<file path="src/rtl/vga_sync_detector_if.sv">
// Sync-detector bundle: incoming hsync/vsync plus recovered timing outputs.
// Optional macro VGA_SYNC_MEASURE_EN adds the h_period/v_period measurement lines.
// master = sync source / consumer side, slave = detector.
interface vga_sync_detector_if;
  logic       hsync;
  logic       vsync;
  logic       locked;
  logic       frame_start;
  logic       timing_err;
  logic       is_blank;
  logic [9:0] row;
  logic [9:0] col;
`ifdef VGA_SYNC_MEASURE_EN
  logic [9:0] h_period;
  logic [9:0] v_period;

  modport master (output hsync, vsync,
                  input  locked, frame_start, timing_err, is_blank, row, col, h_period, v_period);
  modport slave  (input  hsync, vsync,
                  output locked, frame_start, timing_err, is_blank, row, col, h_period, v_period);
`else
  modport master (output hsync, vsync,
                  input  locked, frame_start, timing_err, is_blank, row, col);
  modport slave  (input  hsync, vsync,
                  output locked, frame_start, timing_err, is_blank, row, col);
`endif
endinterface

</file>
<file path="src/rtl/vga_sync_detector.sv">
// VGA sync detector: recovers pixel position/blanking from active-low hsync/vsync,
// checks timing against nominal values and locks after LOCK_FRAMES clean frames.
// Optional macro VGA_SYNC_MEASURE_EN: exposes last measured line/frame lengths.
module vga_sync_detector #(
  parameter int H_TOTAL     = 800,
  parameter int H_SYNC      = 96,
  parameter int H_BACK      = 48,
  parameter int H_ACTIVE    = 640,
  parameter int V_TOTAL     = 525,
  parameter int V_SYNC      = 2,
  parameter int V_BACK      = 33,
  parameter int V_ACTIVE    = 480,
  parameter int LOCK_FRAMES = 2
) (
  input  logic               clk,
  input  logic               reset_n,
  vga_sync_detector_if.slave bus
);
  localparam logic [9:0]  H_AS   = 10'(H_SYNC + H_BACK);
  localparam logic [9:0]  H_AE   = 10'(H_SYNC + H_BACK + H_ACTIVE);
  localparam logic [9:0]  V_AS   = 10'(V_SYNC + V_BACK);
  localparam logic [9:0]  V_AE   = 10'(V_SYNC + V_BACK + V_ACTIVE);
  localparam logic [10:0] H_TOTW = 11'(H_TOTAL);
  localparam logic [10:0] H_SYNW = 11'(H_SYNC);
  localparam logic [10:0] V_TOTW = 11'(V_TOTAL);
  localparam logic [10:0] V_SYNW = 11'(V_SYNC);
  localparam logic [4:0]  LOCK_W = 5'(LOCK_FRAMES);

  typedef enum logic [1:0] {SEARCH = 2'd0, ACQUIRE = 2'd1, LOCKED = 2'd2} state_t;

  logic        hs1_q, hs2_q, vs1_q, vs2_q;
  logic [9:0]  hcount_q, hcount_d, vcount_q, vcount_d;
  logic        vw_pend_q, vw_pend_d;
  state_t      state_q, state_d;
  logic [3:0]  good_q, good_d;
  logic        locked_q, fstart_q, terr_q;
  logic        hfall, hrise, vfall, err;
  logic        line_bad, hw_bad, frame_bad, vw_bad, tmo_bad, orphan_bad;
  logic [10:0] hcount_p1, vcount_p1;
  logic        blank;

  // Two-flop capture of the sync inputs; idle level is high.
  always_ff @(posedge clk or negedge reset_n) begin
    if (!reset_n) begin
      hs1_q <= 1'b1; hs2_q <= 1'b1; vs1_q <= 1'b1; vs2_q <= 1'b1;
    end else begin
      hs1_q <= bus.hsync; hs2_q <= hs1_q;
      vs1_q <= bus.vsync; vs2_q <= vs1_q;
    end
  end

  assign hfall     = !hs1_q &&  hs2_q;
  assign hrise     =  hs1_q && !hs2_q;
  assign vfall     = !vs1_q &&  vs2_q;
  assign hcount_p1 = {1'b0, hcount_q} + 11'd1;
  assign vcount_p1 = {1'b0, vcount_q} + 11'd1;

  // Position counters; vw_pend marks a vsync pulse whose width is still unchecked.
  always_comb begin
    hcount_d  = hfall ? '0 : ((hcount_q == 10'h3FF) ? hcount_q : hcount_q + 10'd1);
    vcount_d  = vcount_q;
    if (hfall) vcount_d = vfall ? '0 : ((vcount_q == 10'h3FF) ? vcount_q : vcount_q + 10'd1);
    vw_pend_d = vw_pend_q;
    if (vfall)               vw_pend_d = 1'b1;
    else if (hfall && vs1_q) vw_pend_d = 1'b0;
  end

  // vsync width is judged on the first line start seen with vsync already high:
  // vcount there still holds the last line index of the pulse.
  assign line_bad   = hfall && (hcount_p1 != H_TOTW);
  assign hw_bad     = hrise && (hcount_p1 != H_SYNW);
  assign frame_bad  = vfall && (vcount_p1 != V_TOTW);
  assign vw_bad     = hfall && !vfall && vw_pend_q && vs1_q && (vcount_p1 != V_SYNW);
  assign tmo_bad    = !hfall && (hcount_q == 10'h3FE);
  assign orphan_bad = vfall && !hfall;
  assign err        = (state_q != SEARCH) &&
                      (line_bad || hw_bad || frame_bad || vw_bad || tmo_bad || orphan_bad);

  // Lock FSM: next state and good-frame count.
  always_comb begin
    state_d = state_q;
    good_d  = good_q;
    case (state_q)
      SEARCH: if (vfall) begin
        state_d = ACQUIRE;
        good_d  = '0;
      end
      ACQUIRE: begin
        if (err) state_d = SEARCH;
        else if (vfall) begin
          if ({1'b0, good_q} + 5'd1 >= LOCK_W) state_d = LOCKED;
          else                                 good_d  = good_q + 4'd1;
        end
      end
      LOCKED:  if (err) state_d = SEARCH;
      default: state_d = SEARCH;
    endcase
  end

  // Counters, FSM state and registered status pulses.
  always_ff @(posedge clk or negedge reset_n) begin
    if (!reset_n) begin
      hcount_q  <= '0;
      vcount_q  <= '0;
      vw_pend_q <= 1'b0;
      state_q   <= SEARCH;
      good_q    <= '0;
      locked_q  <= 1'b0;
      fstart_q  <= 1'b0;
      terr_q    <= 1'b0;
    end else begin
      hcount_q  <= hcount_d;
      vcount_q  <= vcount_d;
      vw_pend_q <= vw_pend_d;
      state_q   <= state_d;
      good_q    <= good_d;
      locked_q  <= (state_q == LOCKED);
      fstart_q  <= vfall;
      terr_q    <= err;
    end
  end

  assign blank = (vcount_q < V_AS) || (vcount_q >= V_AE) ||
                 (hcount_q < H_AS) || (hcount_q >= H_AE);

  assign bus.locked      = locked_q;
  assign bus.frame_start = fstart_q;
  assign bus.timing_err  = terr_q;
  assign bus.is_blank    = !locked_q || blank;
  assign bus.row         = locked_q ? vcount_q - V_AS : '0;
  assign bus.col         = (locked_q && !blank) ? hcount_q - H_AS : '0;

`ifdef VGA_SYNC_MEASURE_EN
  logic [9:0] hper_q, vper_q;

  // Last measured line/frame lengths, saturating, updated in every state.
  always_ff @(posedge clk or negedge reset_n) begin
    if (!reset_n) begin
      hper_q <= '0;
      vper_q <= '0;
    end else begin
      if (hfall) hper_q <= hcount_p1[10] ? 10'h3FF : hcount_p1[9:0];
      if (vfall) vper_q <= vcount_p1[10] ? 10'h3FF : vcount_p1[9:0];
    end
  end

  assign bus.h_period = hper_q;
  assign bus.v_period = vper_q;
`endif
endmodule

</file>
<file path="src/flat_wrapper.sv">
// flat-port wrapper written by rule: the top's interface ports become plain ports
module vga_sync_detector_flat 
#(
  parameter int H_TOTAL     = 800,
  parameter int H_SYNC      = 96,
  parameter int H_BACK      = 48,
  parameter int H_ACTIVE    = 640,
  parameter int V_TOTAL     = 525,
  parameter int V_SYNC      = 2,
  parameter int V_BACK      = 33,
  parameter int V_ACTIVE    = 480,
  parameter int LOCK_FRAMES = 2
)
  (clk, reset_n, bus_hsync, bus_vsync, bus_locked, bus_frame_start, bus_timing_err, bus_is_blank, bus_row, bus_col);
  vga_sync_detector_if bus_i ();
  input  logic clk;
  input  logic reset_n;
  input wire logic [$bits(bus_i.hsync)-1:0] bus_hsync;
  input wire logic [$bits(bus_i.vsync)-1:0] bus_vsync;
  output wire logic [$bits(bus_i.locked)-1:0] bus_locked;
  output wire logic [$bits(bus_i.frame_start)-1:0] bus_frame_start;
  output wire logic [$bits(bus_i.timing_err)-1:0] bus_timing_err;
  output wire logic [$bits(bus_i.is_blank)-1:0] bus_is_blank;
  output wire logic [$bits(bus_i.row)-1:0] bus_row;
  output wire logic [$bits(bus_i.col)-1:0] bus_col;
  assign bus_i.hsync = bus_hsync;
  assign bus_i.vsync = bus_vsync;
  assign bus_locked = bus_i.locked;
  assign bus_frame_start = bus_i.frame_start;
  assign bus_timing_err = bus_i.timing_err;
  assign bus_is_blank = bus_i.is_blank;
  assign bus_row = bus_i.row;
  assign bus_col = bus_i.col;
  vga_sync_detector #(.H_TOTAL(H_TOTAL), .H_SYNC(H_SYNC), .H_BACK(H_BACK), .H_ACTIVE(H_ACTIVE), .V_TOTAL(V_TOTAL), .V_SYNC(V_SYNC), .V_BACK(V_BACK), .V_ACTIVE(V_ACTIVE), .LOCK_FRAMES(LOCK_FRAMES)) u_core (.clk(clk), .reset_n(reset_n), .bus(bus_i));
endmodule
</file>
<file path="config.mk">
export PLATFORM = sky130hd
export DESIGN_NAME = vga_sync_detector_flat
export DESIGN_NICKNAME = d
export VERILOG_FILES = /design/src/rtl/vga_sync_detector_if.sv /design/src/rtl/vga_sync_detector.sv /design/src/flat_wrapper.sv
export SDC_FILE = /design/constraint.sdc
export NUM_CORES = 1
export LEC_CHECK = 0
export BUFFER_PORTS_ARGS = -buffer_cell sky130_fd_sc_hd__buf_2
export CORE_ASPECT_RATIO = 0.5
export CORE_MARGIN = 8
export CORE_UTILIZATION = 40
export DETAILED_ROUTE_END_ITERATION = 8
export PLACE_DENSITY = 0.59
export SLEW_MARGIN = 20
export SYNTH_ARGS = -nofsm -noshare
export SYNTH_HDL_FRONTEND = slang
export SYNTH_SLANG_ARGS = --single-unit
</file>
<file path="constraint.sdc">
create_clock -name clk -period 2.4 [get_ports clk]
set_input_delay 0.48 -clock clk [delete_from_list [all_inputs] [get_ports clk]]
set_output_delay 0.48 -clock clk [all_outputs]
set_load 0.05 [all_outputs]
</file>
==> impl_metrics.env, run 1 <==
export IMPL_avgSynthCellArea_sq_um=8.29
export IMPL_finalClockSkew_ps=5.73
export IMPL_clockRootBuffer="clkbuf_16"
export IMPL_io_buffers=27
export IMPL_worst_path_buf_inv=4
export IMPL_worstSetupPathType="flop to output port"
export IMPL_p_leak_nw=1.47
export IMPL_final_area_sq_um=3340
export IMPL_synth_edf_count=0
export IMPL_cts_buffers=5
export IMPL_antenna_found_initial=0
export IMPL_reg2reg_from="u_core.vcount_q[0]$_DFFE_PN0P_"
export IMPL_syn_nets=309
export IMPL_synthArstFlopShare_pct=100
export IMPL_p_int_mw=1.40
export IMPL_synth_seq_area_share_pct=35.1
export IMPL_synth_area_sq_um=2440
export IMPL_drtPass1Iterations=4
export IMPL_syn2layout_area_growth_pct=37.1
export IMPL_slowest_stage="dfrtp_1"
export IMPL_ys_top_cells_by_area="dfrtp_1 31%, ha_1 5.6%, nor2_1 5.4%"
export IMPL_crit_chain="ha_2 -> nor4_2 -> buf_4 -> and4b_2 -> o2111ai_4 -> buf_12 -> buf_16 -> nor2_4 -> buf_8"
export IMPL_num_antenna_cells=0
export IMPL_power_mw=2.04
export IMPL_violations="negative setup slack"
export IMPL_grt_max_degree=35
export IMPL_synth_top_area_share_pct=30.8
export IMPL_cts_max_level=2
export IMPL_vdd_drop_max_uv=295
export IMPL_p_clk_share_pct=37.3
export IMPL_gp_congestion=0.833
export IMPL_min_period_ps=2630
export IMPL_cts_sinks=34
export IMPL_r2r_slack_ps=120
export IMPL_die_width_um=126
export IMPL_start_kind="flop"
export IMPL_start_util_pct=40.7
export IMPL_clock_path_buffers=2
export IMPL_syn_instance_count=294
export IMPL_path_max_fanout=5
export IMPL_worstMarginPinSlew_ps=775
export IMPL_r2r_cells=9
export IMPL_cp_slowest_stage_delay_ps=380
export IMPL_yosys_register_bits=34
export IMPL_fp_dieArea_sq_um=8990
export IMPL_layout_cells_non_filler=420
export IMPL_routedWlPerCell_um=15.8
export IMPL_dr_first_iter_drc_count=113
export IMPL_critPathCaptureType="output port"
export IMPL_post_dp_hpwl_um=4610
export IMPL_crit_family="buffers and inverters"
export IMPL_fp_dieH_um=71.2
export IMPL_ys_warn_count=0
export IMPL_dp_cells=409
export IMPL_drc=0
export IMPL_reg2reg_to="u_core.good_q[2]$_DFFE_PN0P_"
export IMPL_core_rowCount=20
export IMPL_cts_hold_buf=0
export IMPL_final_hold_violation_count=0
export IMPL_ant_nets=0
export IMPL_path_clk_slew_ps=60
export IMPL_slew_headroom_pct=48.4
export IMPL_cp_num_cells=9
export IMPL_setup_ws_ps=-226
export IMPL_grt_pass1_vias=2276
export IMPL_clkLatencyLatePin_ps=280
export IMPL_final_setup_tns_ps=-1890
export IMPL_slew_viol_final=0
export IMPL_finalWirelength_um=6620
export IMPL_vias_per_cell=5.43
export IMPL_synth_flop_cell="dfrtp_1"
export IMPL_fin_nets=357
export IMPL_status="complete, but fails checks"
export IMPL_cts_tree="done"
export IMPL_comb_power_share_pct=28.7
export IMPL_grt_usage_pct=15.1
export IMPL_pwr_density_cell_nw_per_um2=610
export IMPL_rsz0062_at_grt="true"
export IMPL_vias=2282
export IMPL_grt_pass1_wl_um=11100
export IMPL_switching_share_pct=31.3
export IMPL_hold_ws_ps=269
export IMPL_pwr_share_seq_pct=34.0
export IMPL_setup_viol=12
export IMPL_grt_ovfl_total=0
export IMPL_synth_cell_types=59
export IMPL_ioPinCount=28
export IMPL_fmax_mhz=381
export IMPL_drive_gt1_share_pct=31.5
export IMPL_worstPathRequired_ps=1920
export IMPL_critPathArrivalTime_ps=2150
export IMPL_place_area_sq_um=2910
export IMPL_core_area_sq_um=5980
export IMPL_switchingPower_mw=0.639
export IMPL_worstHoldPathType="primary input to asynchronous set/reset pin"
export IMPL_yosysTopAreaCell="dfrtp_1"
export IMPL_fin_crit_sh_pct=109
export IMPL_maxCapViolCount=0
## cells in the mapped netlist (3+ instances only)
| cell | number |
|---|---|
| nand4_1 | 5 |
| o21ai_0 | 17 |
| dfstp_2 | 4 |
| nor2_1 | 35 |
| dfrtp_1 | 30 |
| and3_1 | 6 |
| nor4_1 | 5 |
| a31oi_1 | 3 |
| o21a_1 | 3 |
| inv_1 | 13 |
| xor2_1 | 4 |
| nor3_1 | 7 |
| nor3b_1 | 3 |
| xnor2_1 | 9 |
| nand2b_1 | 11 |
| nand2_1 | 25 |
| nor2b_1 | 5 |
| nand3_1 | 11 |
| clkbuf_1 | 10 |
| a21oi_1 | 8 |
| and2_1 | 9 |
| o31ai_1 | 5 |
| buf_2 | 9 |
| or3_1 | 4 |
| ha_1 | 11 |
## area by class of cell
type	instances	area, sq um
clock buffer	7	143
tap	77	96.3
inverter	13	48.8
clock inverter	1	30.0
sequential	34	856
fill	549	2640
multi-input combinational	226	1610
timing repair buffer	62	554
## registers in the layout, summed over array words and instances, names as in the netlist
signal / count
u_core.hcount_q: 10
u_core.bus.frame_start: 1
u_core.bus.timing_err: 1
u_core.good_q: 4
u_core.vw_pend_q: 1
u_core.hs2_q: 1
u_core.vcount_q: 10
u_core.vs1_q: 1
u_core.bus.locked: 1
u_core.vs2_q: 1
u_core.state_q: 2
u_core.hs1_q: 1
## per-layer routing
| layer | track usage (%) | up-vias | wire length (um) |
|---|---|---|---|
| met5 | 0 | - | 0 |
| met4 | 4.36 | 0 | 40 |
| met3 | 3.67 | 5 | 283 |
| met2 | 26.4 | 39 | 3300 |
| met1 | 18.2 | 1112 | 3000 |
| li1 | - | 1126 | - |
## power by group through the flow
stage,clock (mW),combinational [mW],sequential (mW)
after floorplan,0,0.353,0.706
after global placement,0,0.552,0.696
after detailed placement,0,0.566,0.700
after CTS,0.776,0.582,0.693
after global routing,0.799,0.660,0.703
final,0.760,0.586,0.693
## per-stage QoR
stage	utilization, %	setup WS (ps)
after global routing	55.9	-327
after global placement	48.6	-22.1
after floorplan	-	-198
final	55.9	-226
after CTS	54.9	-263
after detailed placement	48.6	-58.5
## cell usage in the layout, fill, tap and decap left out, drive strengths merged, types with 10 or more instances in the layout
cell type	Yosys	routed
nand2	26	26
nor2	35	35
nand3	11	11
ha	11	11
and2	10	10
o21ai	18	18
dfrtp	30	30
buf	11	62
inv	13	13
nand2b	11	11
## worst max path at each step
| stage | from | to | slack, ps |
|---|---|---|---|
| floorplan | u_core.vcount_q[3]$_DFFE_PN0P_ | bus_row[7] | -200 |
| CTS | u_core.vcount_q[0]$_DFFE_PN0P_ | bus_col[6] | -260 |
| finish | u_core.vcount_q[0]$_DFFE_PN0P_ | bus_col[4] | -230 |
| global route | u_core.vcount_q[0]$_DFFE_PN0P_ | bus_col[0] | -330 |
| global placement | u_core.vcount_q[0]$_DFFE_PN0P_ | bus_col[6] | -20 |
| detailed placement | u_core.vcount_q[0]$_DFFE_PN0P_ | bus_col[6] | -60 |
## cells by family after synthesis
kind of cell	after synthesis	synth area share, %
AO/OA/AOI/OAI	63	18.3
XOR/XNOR	13	4.67
adder cells (fa/ha/maj)	11	5.65
buffers and inverters	34	6.16
flip-flops	34	35.1
AND/OR/NAND/NOR	139	30.1
## what timing repair did
| item | in CTS | in global routing |
|---|---|---|
| cloned | 1 | 0 |
| setup endpoints to repair | 15 | 19 |
| buffers inserted | 3 | 1 |
| pin swaps | 3 | 4 |
| resized for setup | 41 | 16 |
No activity file was read; power rests on OpenSTA's default activity.
==> inputs of run 2 (changes only) <==
--- a/config.mk
+++ b/config.mk
@@ -8,9 +8,9 @@
 export BUFFER_PORTS_ARGS = -buffer_cell sky130_fd_sc_hd__buf_2
 export CORE_ASPECT_RATIO = 0.5
 export CORE_MARGIN = 8
-export CORE_UTILIZATION = 40
+export CORE_UTILIZATION = 50
 export DETAILED_ROUTE_END_ITERATION = 8
-export PLACE_DENSITY = 0.59
+export PLACE_DENSITY = 0.71
 export SLEW_MARGIN = 20
 export SYNTH_ARGS = -nofsm -noshare
 export SYNTH_HDL_FRONTEND = slang
==> run 2 against run 1 <==
- the run still ends with negative setup slack left
- clock skew fell by 1.6 ps
- global-route usage is 2.9 points higher
- clock power fell by 40%
- count of clock-buffer cells in the layout is 1 lower
- worst hold slack got worse by 6.8 ps
- register-to-register slack got worse by 110 ps
- combinational power is 12% higher
==> impl_metrics.env, run 2 (same netlist as run 1, synthesis figures left out) <==
export IMPL_status="complete, but fails checks"
export IMPL_violations="negative setup slack"
export IMPL_slowest_stage="dfrtp_1"
export IMPL_io_buffers=27
export IMPL_start_kind="flop"
export IMPL_grt_usage_pct=18.1
export IMPL_syn2layout_area_growth_pct=37.2
export IMPL_grt_ovfl_total=0
export IMPL_final_setup_tns_ps=-2320
export IMPL_worstSetupPathType="flop to output port"
export IMPL_maxCapViolCount=0
export IMPL_cts_max_level=2
export IMPL_fp_dieArea_sq_um=7500
export IMPL_fin_crit_sh_pct=109
export IMPL_worstHoldPathType="primary input to asynchronous set/reset pin"
export IMPL_critPathCapture="bus_col[3]"
export IMPL_critPathArrivalTime_ps=2140
export IMPL_fin_nets=362
export IMPL_crit_family="buffers and inverters"
export IMPL_die_width_um=115
export IMPL_r2r_cells=10
export IMPL_cp_slowest_stage_delay_ps=390
export IMPL_finalWirelength_um=6490
export IMPL_fmax_mhz=381
export IMPL_dr_first_iter_drc_count=127
export IMPL_reg2reg_from="u_core.hcount_q[0]$_DFFE_PN0P_"
export IMPL_r2r_slack_ps=10
export IMPL_p_leak_nw=1.46
export IMPL_drtPass1Iterations=4
export IMPL_setup_ws_ps=-223
export IMPL_ioPinCount=28
export IMPL_final_common_cell="buf_4"
export IMPL_clock_path_buffers=2
export IMPL_worst_path_buf_inv=4
export IMPL_drive_gt1_share_pct=35.1
export IMPL_cts_tree="done"
export IMPL_worstPathRequired_ps=1920
export IMPL_crit_chain="ha_2 -> nor4_4 -> buf_4 -> nand2b_4 -> a21oi_4 -> o2111ai_4 -> buf_6 -> buf_16 -> nor2_4 -> buf_6"
export IMPL_cts_sinks=34
export IMPL_drc=0
export IMPL_path_max_fanout=5
export IMPL_core_rowCount=18
export IMPL_ant_nets=0
export IMPL_cts_hold_buf=0
export IMPL_vias_per_cell=5.65
export IMPL_cp_startpoint="u_core.vcount_q[1]$_DFFE_PN0P_"
export IMPL_rsz0062_at_grt="true"
export IMPL_grt_max_degree=35
export IMPL_cts_buffers=5
export IMPL_path_clk_slew_ps=70
export IMPL_core_area_sq_um=4800
export IMPL_clkLatencyLatePin_ps=290
export IMPL_pwr_density_cell_nw_per_um2=540
export IMPL_critPathCaptureType="output port"
export IMPL_reg2reg_to="u_core.good_q[0]$_DFFE_PN0P_"
export IMPL_clockRootBuffer="clkbuf_8"
export IMPL_fillCellCount=364
export IMPL_top_regs="u_core.hcount_q: 10 flops, u_core.vcount_q: 10 flops, u_core.good_q: 4 flops"
export IMPL_slew_viol_final=0
export IMPL_finalClockSkew_ps=4.11
export IMPL_power_mw=1.81
export IMPL_num_antenna_cells=0
export IMPL_min_period_ps=2620
export IMPL_cpMostUsedCell="buf_6"
export IMPL_grt_pass1_vias=2338
export IMPL_cp_num_cells=10
export IMPL_slew_headroom_pct=48.2
export IMPL_setup_viol=14
export IMPL_final_hold_violation_count=0
export IMPL_antenna_found_initial=0
export IMPL_grt_pass1_wl_um=10900
export IMPL_final_cell_mix="37 x buf_4, 29 x dfrtp_1, 27 x nor2_1"
export IMPL_fp_dieH_um=65.4
export IMPL_start_util_pct=50.8
export IMPL_post_dp_hpwl_um=4410
export IMPL_routedWlPerCell_um=15.5
export IMPL_gp_congestion=0.929
export IMPL_worstMarginPinSlew_ps=777
export IMPL_vdd_drop_max_uv=344
export IMPL_vias=2361
## run 2: layout make-up
cell class,instances,area (sq um),area share (%)
flip-flops and latches,34,857,25.6
clock buffers,6,82.6,2.47
clock inverters,2,12.5,0.374
inverters,13,48.8,1.46
repair buffers,67,576,17.2
multi-input cells,226,1680,50.2
well taps,70,87.6,2.62
## run 2: metal layers
layer	GRT usage, %	up-vias	routed length [um]
met3	3.38	11	336
li1	-	1142	-
met5	0	-	0
met2	31.6	69	3210
met4	6.97	0	89
met1	22.0	1139	2860
## run 2: power breakdown
group          internal (mW)  total (mW)  switching [mW]
clock network          0.231       0.453           0.222
logic                  0.288       0.659           0.371
registers              0.636       0.694          0.0582
total                   1.15        1.81           0.652
## run 2: worst min path at each step
stage / startpoint / end
after floorplan: reset_n / u_core.bus.frame_start$_DFF_PN0_
after global placement: u_core.vs1_q$_DFF_PN1_ / u_core.vs2_q$_DFF_PN1_
after detailed placement: u_core.vs1_q$_DFF_PN1_ / u_core.vs2_q$_DFF_PN1_
after CTS: bus_hsync / u_core.hs1_q$_DFF_PN1_
after global routing: bus_hsync / u_core.hs1_q$_DFF_PN1_
final: reset_n / u_core.hcount_q[1]$_DFFE_PN0P_
## run 2: timing repair
item,in CTS,in global routing
setup buffers,6,3
resized for setup,58,13
pin swaps,9,9
cloned,1,0
setup endpoints to repair,15,19
## run 2: stage by stage
stage	cells	cell area [sq um]	util, %	setup WS, ps	hold WS (ps)
after floorplan	294	2520	-	-198	184
after global placement	404	2910	60.7	-480	371
after detailed placement	404	2910	60.7	-463	375
after CTS	418	3310	69.0	-235	280
after global routing	418	3340	69.7	-318	274
final	418	3340	69.7	-223	262
